<file path="config.mk">
export PLATFORM = sky130hd
export DESIGN_NAME = instruction_fetch_unit
export DESIGN_NICKNAME = d
export VERILOG_FILES = /design/src/rtl/cpu24_pkg.sv /design/src/rtl/fetch_fifo.sv /design/src/rtl/instruction_fetch_unit.sv
export SDC_FILE = /design/constraint.sdc
export NUM_CORES = 1
export LEC_CHECK = 0
export BUFFER_PORTS_ARGS = -buffer_cell sky130_fd_sc_hd__buf_4
export CAP_MARGIN = 20
export CORE_ASPECT_RATIO = 0.7
export CORE_UTILIZATION = 62
export DETAILED_ROUTE_END_ITERATION = 10
export PLACE_DENSITY = 0.84
export SLEW_MARGIN = 40
export SYNTH_ARGS = -nofsm -noshare
export SYNTH_HDL_FRONTEND = slang
export SYNTH_SLANG_ARGS = --single-unit
</file>
<file path="constraint.sdc">
create_clock -name Clock -period 5.7 [get_ports Clock]
set_clock_uncertainty 0.15 [all_clocks]
set_input_delay 1.71 -clock Clock [delete_from_list [all_inputs] [get_ports Clock]]
set_output_delay 1.71 -clock Clock [all_outputs]
set_load 0.05 [all_outputs]
</file>
<file path="src/rtl/cpu24_pkg.sv">
// Shared constants, fetch FSM states and the prefetch entry layout for the 24-bit CPU front end.
package cpu24_pkg;

  localparam int ADDR_W     = 24;
  localparam int INSTR_W    = 24;
  localparam int PC_STEP    = 3;
  localparam int FIFO_DEPTH = 4;
  localparam logic [ADDR_W-1:0] RESET_PC = 24'd10;

  typedef enum logic [1:0] {
    FETCH = 2'd0,
    WAIT  = 2'd1,
    FLUSH = 2'd2
  } fetch_state_t;

  typedef struct packed {
    logic [INSTR_W-1:0] instr;
    logic [ADDR_W-1:0]  pc;
  } fetch_entry_t;

  // Sequential fetch address; wraps modulo 2^ADDR_W with no flag.
  function automatic logic [ADDR_W-1:0] next_pc(input logic [ADDR_W-1:0] pc);
    return pc + ADDR_W'(PC_STEP);
  endfunction

endpackage

</file>
<file path="src/rtl/fetch_fifo.sv">
// Prefetch FIFO with a combinational head (zero-latency pop); clear overrides push.
module fetch_fifo #(
  parameter int DEPTH = 4,
  parameter int WIDTH = 48
) (
  input  logic                   Clock,
  input  logic                   Reset,
  input  logic                   push,
  input  logic                   pop,
  input  logic                   clear,
  input  logic [WIDTH-1:0]       din,
  output logic                   full,
  output logic                   empty,
  output logic [$clog2(DEPTH):0] count,
  output logic [WIDTH-1:0]       head
);

  localparam int PTR_W = $clog2(DEPTH);

  logic [WIDTH-1:0] mem_reg [DEPTH];
  logic [PTR_W-1:0] wr_ptr_reg;
  logic [PTR_W-1:0] rd_ptr_reg;
  logic [PTR_W:0]   count_reg;
  logic             do_push;
  logic             do_pop;

  assign empty   = (count_reg == '0);
  assign full    = (count_reg == (PTR_W+1)'(DEPTH));
  assign count   = count_reg;
  assign do_pop  = pop & ~empty;
  assign do_push = push & (~full | do_pop) & ~clear;
  // Head reads as zero when empty so the consumer never sees stale words.
  assign head    = empty ? '0 : mem_reg[rd_ptr_reg];

  always_ff @(posedge Clock) begin
    if (Reset || clear) begin
      wr_ptr_reg <= '0;
      rd_ptr_reg <= '0;
      count_reg  <= '0;
    end else begin
      if (do_push) wr_ptr_reg <= wr_ptr_reg + 1'b1;
      if (do_pop)  rd_ptr_reg <= rd_ptr_reg + 1'b1;
      case ({do_push, do_pop})
        2'b10:   count_reg <= count_reg + 1'b1;
        2'b01:   count_reg <= count_reg - 1'b1;
        default: count_reg <= count_reg;
      endcase
    end
  end

  always_ff @(posedge Clock) begin
    if (do_push) mem_reg[wr_ptr_reg] <= din;
  end

endmodule

</file>
<file path="src/rtl/instruction_fetch_unit.sv">
// Fetch front end: PC, req/ack memory handshake, prefetch FIFO and redirect flush.
// Optional FETCH_PERF_CNT_EN adds saturating ack and redirect counters.
module instruction_fetch_unit
  import cpu24_pkg::*;
(
  input  logic               Clock,
  input  logic               Reset,
  output logic               mem_req,
  output logic [ADDR_W-1:0]  mem_addr,
  input  logic               mem_ack,
  input  logic [INSTR_W-1:0] mem_rdata,
  input  logic               redirect_valid,
  input  logic [ADDR_W-1:0]  redirect_pc,
  output logic               instr_valid,
  output logic [INSTR_W-1:0] instr,
  output logic [ADDR_W-1:0]  instr_pc,
  input  logic               instr_ready
`ifdef FETCH_PERF_CNT_EN
  ,
  output logic [31:0]        perf_fetch_cnt,
  output logic [15:0]        perf_flush_cnt
`endif
);

  localparam int CNT_W = $clog2(FIFO_DEPTH) + 1;

  fetch_state_t      state_reg, state_next;
  logic [ADDR_W-1:0] fetch_pc_reg, fetch_pc_next;
  logic [ADDR_W-1:0] req_addr_reg, req_addr_next;
  logic              mem_req_raw;
  logic              handshake;
  logic              push;
  logic              pop;
  logic              fifo_full;
  logic              fifo_empty;
  logic [CNT_W-1:0]  fifo_count;
  fetch_entry_t      push_entry;
  fetch_entry_t      head_entry;

  always_comb begin
    mem_req_raw   = 1'b0;
    mem_addr      = fetch_pc_reg;
    state_next    = state_reg;
    fetch_pc_next = fetch_pc_reg;
    req_addr_next = req_addr_reg;

    case (state_reg)
      FETCH: begin
        mem_req_raw = (fifo_count < CNT_W'(FIFO_DEPTH));
        if (mem_req_raw && !mem_ack) begin
          state_next    = WAIT;
          req_addr_next = fetch_pc_reg;
        end
      end
      WAIT, FLUSH: begin
        // The address captured at issue is held even after a redirect moves fetch_pc.
        mem_req_raw = 1'b1;
        mem_addr    = req_addr_reg;
        if (mem_ack) state_next = FETCH;
      end
      default: state_next = FETCH;
    endcase

    mem_req   = mem_req_raw & ~Reset;
    handshake = mem_req & mem_ack;

    if (handshake && state_reg != FLUSH) fetch_pc_next = next_pc(fetch_pc_reg);

    // A redirect that leaves a request hanging must wait out its ack in FLUSH.
    if (redirect_valid) begin
      fetch_pc_next = redirect_pc;
      state_next    = (mem_req && !mem_ack) ? FLUSH : FETCH;
    end

    push = handshake && (state_reg != FLUSH) && !redirect_valid && !fifo_full;
  end

  always_ff @(posedge Clock) begin
    if (Reset) begin
      state_reg    <= FETCH;
      fetch_pc_reg <= RESET_PC;
      req_addr_reg <= RESET_PC;
    end else begin
      state_reg    <= state_next;
      fetch_pc_reg <= fetch_pc_next;
      req_addr_reg <= req_addr_next;
    end
  end

  assign push_entry.instr = mem_rdata;
  assign push_entry.pc    = mem_addr;
  assign pop              = instr_valid & instr_ready;

  fetch_fifo #(
    .DEPTH (FIFO_DEPTH),
    .WIDTH ($bits(fetch_entry_t))
  ) u_fifo (
    .Clock (Clock),
    .Reset (Reset),
    .push  (push),
    .pop   (pop),
    .clear (redirect_valid),
    .din   (push_entry),
    .full  (fifo_full),
    .empty (fifo_empty),
    .count (fifo_count),
    .head  (head_entry)
  );

  assign instr_valid = ~fifo_empty;
  assign instr       = head_entry.instr;
  assign instr_pc    = head_entry.pc;

`ifdef FETCH_PERF_CNT_EN
  logic [31:0] perf_fetch_cnt_reg;
  logic [15:0] perf_flush_cnt_reg;

  // Acks discarded by a flush still count as memory traffic.
  always_ff @(posedge Clock) begin
    if (Reset) begin
      perf_fetch_cnt_reg <= '0;
      perf_flush_cnt_reg <= '0;
    end else begin
      if (handshake && perf_fetch_cnt_reg != '1) perf_fetch_cnt_reg <= perf_fetch_cnt_reg + 1'b1;
      if (redirect_valid && perf_flush_cnt_reg != '1) perf_flush_cnt_reg <= perf_flush_cnt_reg + 1'b1;
    end
  end

  assign perf_fetch_cnt = perf_fetch_cnt_reg;
  assign perf_flush_cnt = perf_flush_cnt_reg;
`else
  // Counters not built in this configuration.
`endif

endmodule

</file>
==> impl_results.md <==
- Combinational Power Share: 0.086
- CP max FO: 16
- Max reg flops: 192
- Post-Synthesis Cells: 680
- Initial core utilization: 0.634
- Slowest-stage cell, CP: o21ai_0
- P_leak: 4.22 nW
- Hold Startpoint: req_addr_reg[18]
- Crit path launch: state_reg[0]
- Core Util, Final: 0.751
- Max VDD drop: 0.282 mV
- Post-CTS Setup Repair Bufs: 0
- Worst Path Required: 3840 ps
- CORE AREA: 0.0163 sq mm
- CP Class: flop to output port
- Vias in the first global route: 6296
- Max_cap viols: 0
- CTS resizes: 0
- Part of the power in registers: 0.528
- Register area share after synthesis: 0.672
- First-pass GRT wire length: 34.7 mm
- Fmax achieved: 218 MHz
- Wire length per cell: 22.0 microns
- H-tree depth: 1
- Avg Inst Size Synth: 15.2 sq um
- FF-to-FF path depth: 6
- Clock Power Share: 0.386
- Slew Limit Fails: 0
- Synth top area share: 0.558
- Gr usage total: 0.274
- Area contributors post-synth: edfxtp_1 56%, dfxtp_1 11%, mux4_2 10%
- CTS max path bufs: 3
- Post-synth top area cell: edfxtp_1
- Cell family with most CP delay: buffers and inverters
- Slew Limit Headroom: 0.419
- Largest net degree at the start of global routing: 51
- Crit path buf inv count: 3
- DP Worst Slack: 1200 ps
- Number of synthesized flops with an enable pin: 192
- Final setup violation count: 0
- Critical path depth: 5
- Setup ws final: 1120 ps
- Hpwl dp: 13.8 mm
- Drt first-iter violations: 593
- ANT cells: 0
- Clock Pin Slew Worst Setup and Hold Paths: 60 ps
- Die area: 0.0172 sq mm
- Worst Path Arrival: 2720 ps
- Total clock sinks: 251
- PD cells: 315 mW/mm^2
- Violated checks: DRC
- # rows: 39
- Crit start category: flop
- Die Width: 156 microns
- Hold crit path type: flop to flop
- Via density per instance: 6.01
- PortBufs: 126
- Number of top-level pins: 127
- Run status: finished with violations
- Post-synthesis cell area: 0.0103 sq mm
- Int Power: 2.97 mW
- Slew @ Worst Pin: 862 ps
- Net count reported at finish: 868
- Gpl congestion: 0.825
- Critical Path Max Stage Delay: 600 ps
- Area grow syn2layout: 18.4%
- Tmin final: 4580 ps
- CTS Hold Buffers Added: 0
- DR vias: 6295
- Clk_lat worst skew: 510 ps
- Most frequent cell after synthesis: edfxtp_1
- Ys Warns: 0
- RSZ-0062 raised after global routing: false
- DRC: 1
- Fraction of layout cells with a size suffix above 1: 0.315
- Switching Fraction: 0.231
- Most common library cells after synthesis: 192 x edfxtp_1, 71 x nand2_1, 59 x dfxtp_1
- Share of flip-flops with an asynchronous set or reset: 0
- Die H: 110 microns
- Worst Hold Depth: 2
- Setup TNS: 0 ps
- Root Buffer: clkbuf_16
- Distinct cell type count after synthesis: 42
- Most common cell on crit path: buf_4
- 1st-pass router iterations: 10
- GRT overflow: 0
- Final hold violation count: 0
- CP Capture Type: output port
- Register bit total from synthesis: 251
- Worst path cell trace: inv_1 -> ha_1 -> buf_4 -> o21ai_0 -> buf_4
- Routed WL: 23.1 mm
- Initial antenna violation count: 0
- Antenna Nets Post-Route: 0
- Final period utilization: 0.804
- FF-to-FF Start: state_reg[0]
- CTS tree: yes
- Total CTS buffers: 24
- Top_reg_cell synth: edfxtp_1
- Sw power: 0.893 mW
- Syn Nets: 743
==> power groups by stage <==
| stage | registers (mW) | logic [mW] | clock network (mW) |
|---|---|---|---|
| floorplan | 2.07 | 0.214 | 0 |
| global route | 2.04 | 0.354 | 1.57 |
| finish | 2.04 | 0.334 | 1.49 |
| CTS | 2.04 | 0.332 | 1.51 |
| detailed placement | 2.08 | 0.328 | 0 |
| global placement | 2.07 | 0.317 | 0 |
==> cell usage in the layout, fill, tap and decap left out, types with 4 or more instances in the layout <==
| cell type | netlist | final |
|---|---|---|
| and2_1 | 55 | 50 |
| buf_4 | 2 | 136 |
| o21ai_0 | 16 | 16 |
| nand2_1 | 71 | 70 |
| nand3_1 | 6 | 6 |
| mux4_2 | 48 | 48 |
| clkbuf_1 | 26 | 6 |
| xor2_1 | 5 | 5 |
| edfxtp_1 | 192 | 192 |
| clkinv_1 | 0 | 7 |
| mux2_2 | 17 | 17 |
| and2_2 | 0 | 5 |
| clkbuf_16 | 0 | 25 |
| dfxtp_1 | 59 | 57 |
| nor3_2 | 10 | 10 |
| ha_1 | 9 | 9 |
| xnor2_1 | 18 | 18 |
| a211oi_1 | 14 | 14 |
| nor2_1 | 28 | 28 |
| or3_1 | 5 | 4 |
| nor4_2 | 4 | 4 |
| inv_1 | 19 | 19 |
| a21oi_1 | 32 | 32 |
==> per-layer routing <==
metal | global-route usage | part of all wire | up-vias
li1 | - | - | 2787
met1 | 0.369 | 0.41 | 3144
met2 | 0.469 | 0.50 | 307
met3 | 0.0383 | 0.066 | 57
met4 | 0.0931 | 0.028 | 0
met5 | 0 | 0 | -
==> logic make-up after synthesis <==
group                    share of synthesized area
flip-flops                                   0.672
XOR/XNOR                                    0.0195
buffers and inverters                       0.0230
AO/OA/AOI/OAI                               0.0431
AND/OR/NAND/NOR                              0.104
adder cells (fa/ha/maj)                     0.0128
multiplexers                                 0.126
==> final cells by class <==
cell class | count | area [sq um]
clock buffers | 31 | 648
clock inverters | 12 | 82.6
well taps | 225 | 282
inverters | 19 | 71.3
flip-flops and latches | 251 | 6950
fillers | 957 | 4060
multi-input cells | 372 | 3170
repair buffers | 137 | 1040
==> metrics by stage <==
step | cells | hold WS [ps] | total power [mW] | instance area [sq um]
after floorplan | 680 | 283 | 2.28 | 10300
after global placement | 1003 | 288 | 2.39 | 11500
after detailed placement | 1004 | 299 | 2.40 | 11500
after CTS | 1047 | 307 | 3.88 | 12200
after global routing | 1047 | 338 | 3.97 | 12200
final | 1047 | 307 | 3.86 | 12200
==> final timing paths <==
| check | end | slack [ps] |
|---|---|---|
| max | mem_addr[12] | 1120 |
| max reg2reg | u_fifo.mem_reg[3][17] | 2380 |
| min | req_addr_reg[18] | 310 |
| min reg2reg | req_addr_reg[18] | 310 |
==> worst min-delay path, delay by kind of cell, from the launching register on <==
kind,cells,cell delay [ps]
and+or+nand+nor,1,50
AOI/OAI and AO/OA,1,50
DFF,1,310
Power figures use the tool's default switching activity.
